===== config.mk =====
export PLATFORM = sky130hd
export DESIGN_NAME = accum_decimator
export DESIGN_NICKNAME = d
export VERILOG_FILES = /design/src/rtl/accum_pkg.sv /design/src/rtl/avg_fifo.sv /design/src/rtl/accum_decimator.sv
export SDC_FILE = /design/constraint.sdc
export NUM_CORES = 1
export LEC_CHECK = 0
export CORE_ASPECT_RATIO = 1.5
export CORE_MARGIN = 8
export CORE_UTILIZATION = 40
export DETAILED_ROUTE_END_ITERATION = 10
export PLACE_DENSITY_LB_ADDON = 0.25
export RECOVER_POWER = 25
export SETUP_SLACK_MARGIN = 0.2
export SYNTH_ARGS = -nofsm -noshare
export SYNTH_HDL_FRONTEND = slang
export SYNTH_SLANG_ARGS = --single-unit
export TNS_END_PERCENT = 5

===== constraint.sdc =====
create_clock -name clk -period 3.8 [get_ports clk]
set_input_delay 0.95 -clock clk [delete_from_list [all_inputs] [get_ports clk]]
set_output_delay 0.95 -clock clk [all_outputs]
set_load 0.005 [all_outputs]

===== src/rtl/accum_pkg.sv =====
// Shared widths and FSM encoding for the accumulate-and-decimate path.
package accum_pkg;

  localparam int SUM_W      = 21;
  localparam int DATA_W     = 13;
  localparam int LOG2_N_MAX = SUM_W - DATA_W;

  typedef enum logic [1:0] {
    ST_COUNT    = 2'd0,
    ST_WAIT_SUM = 2'd1,
    ST_CAPTURE  = 2'd2
  } state_t;

endpackage


===== src/rtl/avg_fifo.sv =====
// Two-entry first-word-fall-through buffer; the head entry is always on pop_data.
module avg_fifo #(
  parameter int DATA_W = 13
) (
  input  logic              clk,
  input  logic              rst,
  input  logic              push,
  input  logic [DATA_W-1:0] push_data,
  input  logic              pop,
  output logic [DATA_W-1:0] pop_data,
  output logic              full,
  output logic              empty
);

  logic [DATA_W-1:0] head_q;
  logic [DATA_W-1:0] tail_q;
  logic [1:0]        count_q;

  assign pop_data = head_q;
  assign empty    = (count_q == 2'd0);
  assign full     = (count_q == 2'd2);

  // A push into a full buffer is only taken when the head leaves in the same cycle.
  always_ff @(posedge clk) begin
    if (rst) begin
      head_q  <= '0;
      tail_q  <= '0;
      count_q <= 2'd0;
    end else begin
      case (count_q)
        2'd0: begin
          if (push) begin
            head_q  <= push_data;
            count_q <= 2'd1;
          end
        end
        2'd1: begin
          if (push && pop) begin
            head_q <= push_data;
          end else if (push) begin
            tail_q  <= push_data;
            count_q <= 2'd2;
          end else if (pop) begin
            count_q <= 2'd0;
          end
        end
        2'd2: begin
          if (pop) begin
            head_q <= tail_q;
            if (push) begin
              tail_q <= push_data;
            end else begin
              count_q <= 2'd1;
            end
          end
        end
        default: count_q <= 2'd0;
      endcase
    end
  end

endmodule


===== src/rtl/accum_decimator.sv =====
// Counts 2^LOG2_N samples of an upstream running sum, then captures, rounds,
// saturates and queues the window average while clearing the upstream sum.
module accum_decimator #(
  parameter int LOG2_N = 8,
  parameter int SUM_W  = accum_pkg::SUM_W,
  parameter int DATA_W = accum_pkg::DATA_W
) (
  input  logic              clk,
  input  logic              rst,
  input  logic              sample_ce,
  input  logic [SUM_W-1:0]  acc_sum,
  output logic              acc_clr,
  output logic [DATA_W-1:0] avg_data,
  output logic              avg_valid,
  input  logic              avg_ready,
  output logic              ovf,
  output logic              sample_lost,
  output logic [1:0]        state_dbg
);
  import accum_pkg::*;

  if (LOG2_N < 1 || LOG2_N > LOG2_N_MAX || LOG2_N > SUM_W - DATA_W) begin : g_bad_log2_n
    $error("accum_decimator: LOG2_N=%0d outside 1..%0d", LOG2_N, SUM_W - DATA_W);
  end

  // Handshake: avg_data is transferred on every cycle where avg_valid && avg_ready;
  // while avg_valid is high and avg_ready low, avg_data holds its value.

  localparam logic [SUM_W:0] RND = {{SUM_W{1'b0}}, 1'b1} << (LOG2_N - 1);
  localparam logic [SUM_W:0] SAT = {{(SUM_W + 1 - DATA_W){1'b0}}, {DATA_W{1'b1}}};

  state_t            state_q;
  state_t            state_d;
  logic [LOG2_N-1:0] cnt_q;
  logic              last_sample;
  logic              push;
  logic              pop;
  logic              fifo_full;
  logic              fifo_empty;
  logic [SUM_W:0]    sum_rnd;
  logic [SUM_W:0]    sum_div;
  logic [DATA_W-1:0] result;

  assign last_sample = sample_ce && (cnt_q == {LOG2_N{1'b1}});
  assign state_dbg   = state_q;

  always_ff @(posedge clk) begin
    if (rst) begin
      state_q <= ST_COUNT;
    end else begin
      state_q <= state_d;
    end
  end

  always_comb begin
    state_d = state_q;
    case (state_q)
      ST_COUNT:    if (last_sample) state_d = ST_WAIT_SUM;
      ST_WAIT_SUM: state_d = ST_CAPTURE;
      ST_CAPTURE:  state_d = ST_COUNT;
      default:     state_d = ST_COUNT;
    endcase
  end

  // Clearing upstream during reset keeps its sum aligned with a zeroed counter.
  always_comb begin
    acc_clr = rst;
    push    = 1'b0;
    if (state_q == ST_CAPTURE) begin
      acc_clr = 1'b1;
      push    = !rst;
    end
  end

  always_ff @(posedge clk) begin
    if (rst) begin
      cnt_q <= '0;
    end else if (state_q == ST_COUNT && sample_ce) begin
      cnt_q <= cnt_q + 1'b1;
    end
  end

  // Round half up at one extra bit so a near-full sum cannot wrap.
  always_comb begin
    sum_rnd = {1'b0, acc_sum} + RND;
    sum_div = sum_rnd >> LOG2_N;
    if (sum_div > SAT) begin
      result = {DATA_W{1'b1}};
    end else begin
      result = sum_div[DATA_W-1:0];
    end
  end

  assign avg_valid = !fifo_empty;
  assign pop       = avg_valid && avg_ready;

  avg_fifo #(
    .DATA_W(DATA_W)
  ) u_fifo (
    .clk      (clk),
    .rst      (rst),
    .push     (push),
    .push_data(result),
    .pop      (pop),
    .pop_data (avg_data),
    .full     (fifo_full),
    .empty    (fifo_empty)
  );

  always_ff @(posedge clk) begin
    if (rst) begin
      ovf         <= 1'b0;
      sample_lost <= 1'b0;
    end else begin
      if (push && fifo_full && !pop) begin
        ovf <= 1'b1;
      end
      if (sample_ce && state_q != ST_COUNT) begin
        sample_lost <= 1'b1;
      end
    end
  end

endmodule


==> impl_metrics.yaml <==
floorplanning:
  coreArea_um2: 5080
  die_w_um: 75.0
  dieArea_um2: 7830
  start_util: 0.410
  num_rows: 32
  io_pins: 44
  die_h_um: 104
setup_path:
  setup.worst_path.class: "input pin to flop"
  cp-end-kind: "flop"
  cp.required_ps: 4000
  worstSetupStartpointType: "input pin"
  rrSetupSlack_ps: 2030
  path_max_fanout: 28
  critPathArrivalTime_ps: 3340
clock_network:
  root_buffer: "clkbuf_8"
  insertion_delay_ps: 300
  cts_resized: 0
  cts_setup_buffers: 0
  cts.sinks: 40
  tritoncts: "yes"
  cts_max_path_buffers: 2
  numCtsBuffers: 5
  postCtsHoldBufs: 0
  ctsHtreeMaxLevel: 2
  clk_pin_slew_ps: 80
sta:
  hold_viol: 0
  hold_ws_ps: 445
  setup_viol: 0
  post-route-min-period_ps: 3140
  totalNegativeSetupSlack_ps: 0
  fin_crit_sh: 0.825
  rsz0062_at_grt: "no"
  fmax_mhz: 319
  relSlewSlack: 0.111
  skew_ps: 3.25
  maxSlewViolCount: 0
  worst_pin_slew_ps: 1330
finish:
  layout-drive-gt1-share: 0.0833
  antenna_cells: 0
  finalNetCount: 303
  final_util: 0.503
  syn2layout_area_growth_pct: 22.6
  stdcell_area_um2: 2560
synth:
  async_flop_share: 0
  synth_top_area_cell: "dfxtp_1"
  synth.yosys.warnings: 0
  syn_area_per_cell_um2: 8.52
  netlist_area_um2: 2090
  synth.area.top_cells: "dfxtp_1, nand2_1, o211ai_1"
  synth_edf_count: 0
  syn_inst: 245
  synth-main-ff-cell: "dfxtp_1"
  ys_seq_area_frac: 0.384
  synth.ff_latch_count: 40
  synth_nets: 272
  yosysUniqueCellTypes: 58
  synth.top_cell.area_share: 0.384
routing:
  drt-total-wl_um: 5340
  viasPerCell: 5.69
  drc_errors: 0
  ant_nets: 0
  wire_per_inst_um: 15.5
  dr_total_vias: 1956
  drt-initial-drc-count: 105
  first_pass_iters: 4
place:
  port_buffers: 36
  dp_hpwl_um: 3840
  place.gp.congestion: 0.887
  placed_cell_area_um2: 2480
power_and_ir_drop:
  power.leakage_nw: 0.880
  power_w: 0.000774
  power_density_nw_per_um2: 302
  vdd_ir_drop_max_mv: 0.244
grt:
  grt_pass1_vias: 1935
  grt_usage: 0.146
  grt_pass1_wl_um: 8950
  antenna_found_initial: 0
  grt-ovfl-total: 0
  grt_max_degree: 29
hold_path:
  hold_class: "flop to flop"
flow_run:
  cap_violations: 0
outcome:
  status: "complete, no violations"
-- Yosys cell counts, types with 6 or more instances --
cell type / n
dfxtp_1: 40
nand2_1: 26
nor2_1: 21
o211ai_1: 13
nand3_1: 11
nor3_1: 10
a21oi_1: 9
o21ai_1: 9
clkbuf_1: 8
a31oi_1: 7
xor2_1: 7
nand4_1: 6
-- area by class of cell --
class,instances,area [um2]
clock buffers,5,68.8
clock inverters,2,12.5
fillers,517,2530
inverters,6,22.5
multi-input cells,183,1180
flip-flops and latches,40,801
well taps,68,85.1
repair buffers,40,387
-- routing by layer --
metal  wire, um  track usage  vias up
met1       2070        0.149      931
met3        224       0.0376        9
li1           -            -      977
met4        140       0.0704        0
met2       2900        0.257       39
met5          0            0        -
-- through the flow --
step	instances	setup slack, ps
finish	344	664
global route	344	412
CTS	344	768
detailed placement	337	768
global placement	337	777
floorplan	245	1110
-- cells in the final DEF (no fill, tap or decap), types with 5 or more instances in the layout --
| master | netlist | layout |
|---|---|---|
| a311oi_1 | 5 | 5 |
| a21oi_1 | 9 | 9 |
| nand2_1 | 26 | 26 |
| nor3_1 | 10 | 10 |
| nand3_1 | 11 | 11 |
| nand4_1 | 6 | 6 |
| dfxtp_1 | 40 | 40 |
| and3_1 | 5 | 5 |
| xor2_1 | 7 | 7 |
| inv_1 | 5 | 5 |
| clkbuf_8 | 0 | 5 |
| o211ai_1 | 13 | 13 |
| o21ai_1 | 9 | 9 |
| a31oi_1 | 7 | 7 |
| nor2_1 | 21 | 21 |
| dlygate4sd3_1 | 0 | 10 |
| clkdlybuf4s50_1 | 0 | 26 |
-- kinds of logic (layout without fill, tap and decap cells) --
group,after synthesis,after routing,synth area share
and+or+nand+nor,101,101,0.266
AOI/OAI and AO/OA,69,69,0.242
DFF,40,40,0.384
buffers and inverters,22,53,0.0498
xor gates and xnor gates,9,9,0.0378
adders and majority gates,2,2,0.0120
muxes,2,2,0.00959
-- registers in the layout (all words and copies together), names as in the netlist --
name / cells
u_fifo.count_q: 2
cnt_q: 8
state_dbg: 2
ovf: 1
u_fifo.tail_q: 13
u_fifo.pop_data: 13
sample_lost: 1
-- worst max-delay path: stages --
cell and delay [ps]:
dlygate4sd3_1 540, clkbuf_1 980, a211o_1 530, nor3_1 130
a31o_1 200
-- path summary, 6_finish.rpt --
check,startpoint,endpoint,depth (start not counted)
max,rst,u_fifo.tail_q[5],5
min,sample_lost,sample_lost,2
max reg2reg,u_fifo.count_q[0],u_fifo.tail_q[0],4
min reg2reg,sample_lost,sample_lost,2
-- report_power, final --
part           switching, W  total [W]  internal [W]
registers        0.00000209   0.000423      0.000421
logic             0.0000428  0.0000755     0.0000327
clock network      0.000151   0.000275      0.000124
Note: power is estimated with default switching activity, not from simulation.
